`src/rtl/core_pkg.sv`:
```
// Shared definitions for the multi-cycle core: instruction field layout,
// opcode values, control FSM state encoding and a decode helper.
package core_pkg;

  localparam int unsigned INSTR_W = 16;
  localparam int unsigned FIELD_W = 4;

  // Instruction field positions: [15:12] op, [11:8] rd, [7:4] ra, [3:0] rb/imm4
  localparam int unsigned OP_LSB = 12;
  localparam int unsigned RD_LSB = 8;
  localparam int unsigned RA_LSB = 4;
  localparam int unsigned RB_LSB = 0;

  localparam logic [3:0] OP_ADD  = 4'h0;
  localparam logic [3:0] OP_SUB  = 4'h1;
  localparam logic [3:0] OP_AND  = 4'h2;
  localparam logic [3:0] OP_OR   = 4'h3;
  localparam logic [3:0] OP_XOR  = 4'h4;
  localparam logic [3:0] OP_SLL  = 4'h5;
  localparam logic [3:0] OP_ADDI = 4'h6;
  localparam logic [3:0] OP_LW   = 4'h7;
  localparam logic [3:0] OP_SW   = 4'h8;
  localparam logic [3:0] OP_BLE  = 4'h9;
  localparam logic [3:0] OP_HALT = 4'hF;

  typedef enum logic [2:0] {
    ST_IDLE  = 3'd0,
    ST_FETCH = 3'd1,
    ST_EXEC  = 3'd2,
    ST_MEM   = 3'd3,
    ST_WB    = 3'd4,
    ST_HALT  = 3'd5
  } state_t;

  // Opcodes 0..7 (ALU ops, ADDI, LW) produce a register result
  function automatic logic writes_rd(input logic [3:0] op);
    return (op <= OP_LW);
  endfunction

endpackage

```
`src/rtl/core_regfile.sv`:
```
// 16 x DATA_W register file: one write port, two read ports and a debug
// read port. r0 is never written, so it always reads zero.
// Ports: clk, rst (async, active-high), we/waddr/wdata write port,
//        raddr_a/rdata_a, raddr_b/rdata_b read ports, dbg_addr/dbg_data.
module core_regfile #(
  parameter int unsigned DATA_W = 16
) (
  input  logic              clk,
  input  logic              rst,
  input  logic              we,
  input  logic [3:0]        waddr,
  input  logic [DATA_W-1:0] wdata,
  input  logic [3:0]        raddr_a,
  output logic [DATA_W-1:0] rdata_a,
  input  logic [3:0]        raddr_b,
  output logic [DATA_W-1:0] rdata_b,
  input  logic [3:0]        dbg_addr,
  output logic [DATA_W-1:0] dbg_data
);

  logic [DATA_W-1:0] regs [16];

  // Write port; writes to r0 are dropped
  always_ff @(posedge clk or posedge rst) begin
    if (rst) begin
      for (int i = 0; i < 16; i++) regs[i] <= '0;
    end else if (we && (waddr != 4'd0)) begin
      regs[waddr] <= wdata;
    end
  end

  assign rdata_a  = regs[raddr_a];
  assign rdata_b  = regs[raddr_b];
  assign dbg_data = regs[dbg_addr];

endmodule

```
`src/rtl/core_mc_top.sv`:
```
// Multi-cycle processor core: control FSM, ALU and register file fetching
// and executing from external memory over a req/ready handshake with any
// number of wait states. Adds HALT, halted/pc status and a debug reg port.
// Optional feature macro: CORE_STEP_EN adds a 'step' input that runs a
// single instruction from IDLE while run_n=1.
// Ports: clk, rst (async, active-high), run_n, [step], dbg_reg_addr/dbg_reg_out,
//        mem_req/mem_we/mem_addr/mem_wdata/mem_rdata/mem_ready, halted, pc_out.
module core_mc_top
  import core_pkg::*;
#(
  parameter int unsigned DATA_W = 16,
  parameter int unsigned ADDR_W = 8,
  parameter logic [ADDR_W-1:0] RESET_PC = '0
) (
  input  logic              clk,
  input  logic              rst,
  input  logic              run_n,
`ifdef CORE_STEP_EN
  input  logic              step,
`endif
  input  logic [3:0]        dbg_reg_addr,
  output logic [DATA_W-1:0] dbg_reg_out,
  output logic              mem_req,
  output logic              mem_we,
  output logic [ADDR_W-1:0] mem_addr,
  output logic [DATA_W-1:0] mem_wdata,
  input  logic [DATA_W-1:0] mem_rdata,
  input  logic              mem_ready,
  output logic              halted,
  output logic [ADDR_W-1:0] pc_out
);

  state_t              state, state_next;
  logic [INSTR_W-1:0]  ir, ir_next;
  logic [DATA_W-1:0]   res, res_next;
  logic                taken, taken_next;
  logic [ADDR_W-1:0]   pc, pc_next;
  logic                req_next, we_next, halted_next;
  logic [ADDR_W-1:0]   addr_next;
  logic [DATA_W-1:0]   wdata_next;
  logic                start;

  logic [3:0] op, rd, ra, rb;
  logic [DATA_W-1:0] a_val, b_val, imm, sum_ai, alu_res;
  logic [ADDR_W-1:0] ea, pc_inc, br_tgt;
  logic              le;

  assign op = ir[OP_LSB +: FIELD_W];
  assign rd = ir[RD_LSB +: FIELD_W];
  assign ra = ir[RA_LSB +: FIELD_W];
  assign rb = ir[RB_LSB +: FIELD_W];

`ifdef CORE_STEP_EN
  assign start = !run_n || step;
`else
  assign start = !run_n;
`endif

  // Port b reads rd for SW so the store data is available in EXEC
  core_regfile #(.DATA_W(DATA_W)) u_regfile (
    .clk      (clk),
    .rst      (rst),
    .we       ((state == ST_WB) && writes_rd(op)),
    .waddr    (rd),
    .wdata    (res),
    .raddr_a  (ra),
    .rdata_a  (a_val),
    .raddr_b  ((op == OP_SW) ? rd : rb),
    .rdata_b  (b_val),
    .dbg_addr (dbg_reg_addr),
    .dbg_data (dbg_reg_out)
  );

  assign imm    = {{(DATA_W-FIELD_W){rb[3]}}, rb};
  assign sum_ai = a_val + imm;
  assign ea     = sum_ai[ADDR_W-1:0];
  assign le     = ($signed(a_val) <= $signed(b_val));
  assign pc_inc = pc + ADDR_W'(1);
  assign br_tgt = pc_inc + {{(ADDR_W-FIELD_W){rd[3]}}, rd};
  assign pc_out = pc;

  // ALU
  always_comb begin
    alu_res = '0;
    case (op)
      OP_ADD:  alu_res = a_val + b_val;
      OP_SUB:  alu_res = a_val - b_val;
      OP_AND:  alu_res = a_val & b_val;
      OP_OR:   alu_res = a_val | b_val;
      OP_XOR:  alu_res = a_val ^ b_val;
      OP_SLL:  alu_res = a_val << b_val[3:0];
      OP_ADDI: alu_res = sum_ai;
      default: alu_res = '0;
    endcase
  end

  // Next-state and registered-output logic
  always_comb begin
    state_next = state;
    ir_next    = ir;
    res_next   = res;
    taken_next = taken;
    pc_next    = pc;
    req_next   = 1'b0;
    we_next    = 1'b0;
    addr_next  = mem_addr;
    wdata_next = mem_wdata;
    case (state)
      ST_IDLE: begin
        if (start) begin
          state_next = ST_FETCH;
          req_next   = 1'b1;
          addr_next  = pc;
        end
      end
      ST_FETCH: begin
        req_next = 1'b1;
        if (mem_ready) begin
          ir_next    = mem_rdata[INSTR_W-1:0];
          req_next   = 1'b0;
          state_next = ST_EXEC;
        end
      end
      ST_EXEC: begin
        res_next   = alu_res;
        taken_next = (op == OP_BLE) && le;
        if ((op == OP_LW) || (op == OP_SW)) begin
          state_next = ST_MEM;
          req_next   = 1'b1;
          we_next    = (op == OP_SW);
          addr_next  = ea;
          wdata_next = b_val;
        end else begin
          state_next = ST_WB;
        end
      end
      ST_MEM: begin
        req_next = 1'b1;
        we_next  = mem_we;
        if (mem_ready) begin
          req_next = 1'b0;
          we_next  = 1'b0;
          if (op == OP_LW) res_next = mem_rdata;
          state_next = ST_WB;
        end
      end
      ST_WB: begin
        pc_next = taken ? br_tgt : pc_inc;
        if (op == OP_HALT) begin
          state_next = ST_HALT;
        end else if (!run_n) begin
          state_next = ST_FETCH;
          req_next   = 1'b1;
          addr_next  = pc_next;
        end else begin
          state_next = ST_IDLE;
        end
      end
      ST_HALT: state_next = ST_HALT;
      default: state_next = ST_IDLE;
    endcase
    halted_next = (state_next == ST_HALT);
  end

  // State and output registers
  always_ff @(posedge clk or posedge rst) begin
    if (rst) begin
      state     <= ST_IDLE;
      ir        <= '0;
      res       <= '0;
      taken     <= 1'b0;
      pc        <= RESET_PC;
      mem_req   <= 1'b0;
      mem_we    <= 1'b0;
      mem_addr  <= '0;
      mem_wdata <= '0;
      halted    <= 1'b0;
    end else begin
      state     <= state_next;
      ir        <= ir_next;
      res       <= res_next;
      taken     <= taken_next;
      pc        <= pc_next;
      mem_req   <= req_next;
      mem_we    <= we_next;
      mem_addr  <= addr_next;
      mem_wdata <= wdata_next;
      halted    <= halted_next;
    end
  end

endmodule

```
`config.mk`:
```
export PLATFORM = sky130hd
export DESIGN_NAME = core_mc_top
export DESIGN_NICKNAME = d
export VERILOG_FILES = /design/src/rtl/core_pkg.sv /design/src/rtl/core_regfile.sv /design/src/rtl/core_mc_top.sv
export SDC_FILE = /design/constraint.sdc
export NUM_CORES = 1
export LEC_CHECK = 0
export ABC_AREA = 1
export CAP_MARGIN = 20
export CELL_PAD_IN_SITES_DETAIL_PLACEMENT = 0
export CELL_PAD_IN_SITES_GLOBAL_PLACEMENT = 1
export CORE_MARGIN = 2
export CORE_UTILIZATION = 30
export CTS_CLUSTER_SIZE = 14
export DETAILED_ROUTE_END_ITERATION = 8
export GPL_TIMING_DRIVEN = 0
export PLACE_DENSITY_LB_ADDON = 0.1
export SYNTH_ARGS = -nofsm -noshare
export SYNTH_HDL_FRONTEND = slang
export SYNTH_HIERARCHICAL = 1
export SYNTH_SLANG_ARGS = --single-unit
```
`constraint.sdc`:
```
create_clock -name clk -period 11.36 [get_ports clk]
set_input_delay 2.272 -clock clk [delete_from_list [all_inputs] [get_ports clk]]
set_output_delay 2.272 -clock clk [all_outputs]
set_load 0.01 [all_outputs]
```
==> results.txt <==
Post-DR vias/cell = 5.437
Width of the chip = 293.1 µm
Post-Syn Area = 25070 µm²
Worst Tran Pin Value = 1.207 ns
Most frequent cells in the layout = nand2_1, nand3_1, inv_1, dfrtp_1, o21ai_0
CTS resizes = 0
Drt pass-1 iters = 8
Commonest non-fill, non-tap cell in the layout = nand2_1
Synth area leader = dfrtp_1
Post-synth EDFFs = 0
Sink Count = 327
Maximum clock path buffer count = 3
Share of flip-flops with an asynchronous set or reset = 100.0%
GPL Wtd Cong = 1.030
Clk_lat worst skew = 0.62 ns
Crit Path Max Fanout = 10
Starting DRT DRC Count = 3690
Rows = 106
Max_slew headroom = 19.53%
Setup repair bufs after CTS = 0
Area growth syn-to-layout = 15.21%
Post-Synthesis Cells = 4052
Post-synthesis sequential area ratio = 32.64%
Largest net degree at the start of global routing = 113
Total GRT Usage = 33.06%
Fin crit share = 67.88%
Routed len/inst = 27.18 µm
Antenna violations before repair = 9
Hold buffer count at cts = 0
Dpl hpwl = 114300 µm
Synthesis Warnings = 6
Setup TNS = 0 ns
Fin. Hold Viols = 0
Total CTS buffers = 43
Die area = 85900 µm²
Number of global-route vias before repair = 26749
Max_cap viols = 0
RSZ-0062 raised after global routing = no
Post-Syn Area per Cell = 6.188 µm²
Gr ovfl total = 0
Boundary Pins = 75
Drt drc = 0
Core Area = 83160 µm²
Crit path DAT = 5.44 ns
Starting Density = 30.15%
Top-area cell type share of the netlist area = 32.64%
Startpoint Class = input pin
Vias post-DR = 28801
Place WS = 3.895 ns
Mapped Nets = 4155
Worst Setup End Kind = output port
Die height = 293.1 µm
Unique cell type count in the Yosys netlist = 52
First-pass GRT wire length = 201600 µm
Outcome = finished, final reports clean
H-tree level count = 2
Tightest Hold Check Type = reg2reg
Nets = 4287
Slew Limit Fails = 0
Clock Pin Slew Worst Setup and Hold Paths = 0.06 ns
TritonCTS clock tree = yes
Count of buffers from port buffering = 72
Final core occ = 34.74%
Synthesized flop and latch total = 327
Setup Crit Path Kind = in2out
FILL cells = 9391
Routed Antenna Nets = 0
Layout cells sized above 1 = 5.931%
Area contributors post-synth = dfrtp_1, nand2_1, nand3_1
Clock Skew = 0.03229 ns
Top_reg_cell synth = dfrtp_1
Worst Path Required = 9.09 ns
CTS Root Cell = clkbuf_16
Tmin final = 7.711 ns
Post-Route WL = 144000 µm
Multi-input logic area = 13900 µm²
Max Clk Rate = 129.7 MHz
Setup Viol. Count Final = 0
Setup ws final = 3.649 ns
Reg area = 8183 µm²
through the flow:
| step | cell area (µm²) | hold WS, ns | instances |
|---|---|---|---|
| 2_1_floorplan | 25070 | 0.4290 | 4052 |
| 3_3_place_gp | 27140 | 0.4395 | 5204 |
| 3_5_place_dp | 27420 | 0.4462 | 5219 |
| 4_1_cts | 28880 | 0.4590 | 5295 |
| 5_1_grt | 28880 | 0.4722 | 5295 |
| 6_report | 28890 | 0.4587 | 5297 |
state kept, by name (all words and copies together), names as in the netlist:
name and count:
halted 1, ir 16, mem_addr 8, mem_req 1, mem_wdata 16, mem_we 1
pc_out 8, res 16, state 3, taken 1, u_regfile/regs 256
logic make-up (layout without fill, tap and decap cells):
group / Yosys count / after routing / share of synthesized area [%]
other cells: 0 / 2 / 0
xor+xnor: 14 / 14 / 0.4890
fa+ha+maj: 79 / 79 / 4.062
mux: 11 / 11 / 0.4940
flops: 327 / 327 / 32.64
buf+inv: 756 / 919 / 11.92
simple gates: 2435 / 2435 / 41.21
compound gates: 430 / 430 / 9.192
cell usage after synthesis (7+ instances only):
cell      count
a21oi_1      76
a21oi_2      11
buf_1        29
buf_2       107
clkbuf_1    126
dfrtp_1     327
ha_1         75
inv_1       478
inv_2        10
mux2_2       11
nand2_1    1459
nand3_1     801
nand3b_1      7
nand4_1      17
nor2_1      117
nor3_1        9
o211ai_1     13
o21ai_0     287
o21ai_1      12
o22ai_1      12
xor2_1       10
worst paths after layout:
check                                         start                   to  slack, ns  cells after the start
max in group asynchronous                       rst  u_regfile/regs[139]       8.24                      3
worst min-delay path            u_regfile/regs[246]  u_regfile/regs[246]       0.46                      1
worst max-delay path                dbg_reg_addr[1]       dbg_reg_out[7]       3.65                      8
worst min register to register  u_regfile/regs[246]  u_regfile/regs[246]       0.46                      1
worst max register to register               ir[15]              res[11]       4.36                     26
min in group asynchronous                       rst   u_regfile/regs[90]       2.13                      2
metal layers:
| metal | track usage (%) | vias to the layer above | share of wire, % |
|---|---|---|---|
| li1 | - | 13186 | - |
| met1 | 46.85 | 13983 | 44 |
| met2 | 47.92 | 1315 | 41 |
| met3 | 5.265 | 315 | 8.1 |
| met4 | 17.70 | 2 | 6.3 |
| met5 | 0 | - | 0.0049 |
critical path: stages:
cell             delay (ns)
clkdlybuf4s50_1        0.44
inv_2                  0.23
clkbuf_1               0.85
nand3_1                0.15
nand3_1                0.27
nand3_1                0.41
nand2_1                0.24
clkdlybuf4s50_1        0.56
final cells by class:
cell class | count | area share (%)
Inverter | 492 | 6.445
Clock inverter | 17 | 0.8360
Clock buffer | 59 | 4.210
Multi-Input combinational cell | 2969 | 48.13
Antenna cell | 2 | 0.01733
Sequential cell | 327 | 28.33
Tap cell | 1080 | 4.678
Timing Repair Buffer | 87 | 3.422
Buffer | 264 | 3.933
Power is not shown: default switching activity piles up to over one toggle a cycle in this logic, so the estimate is an artifact.
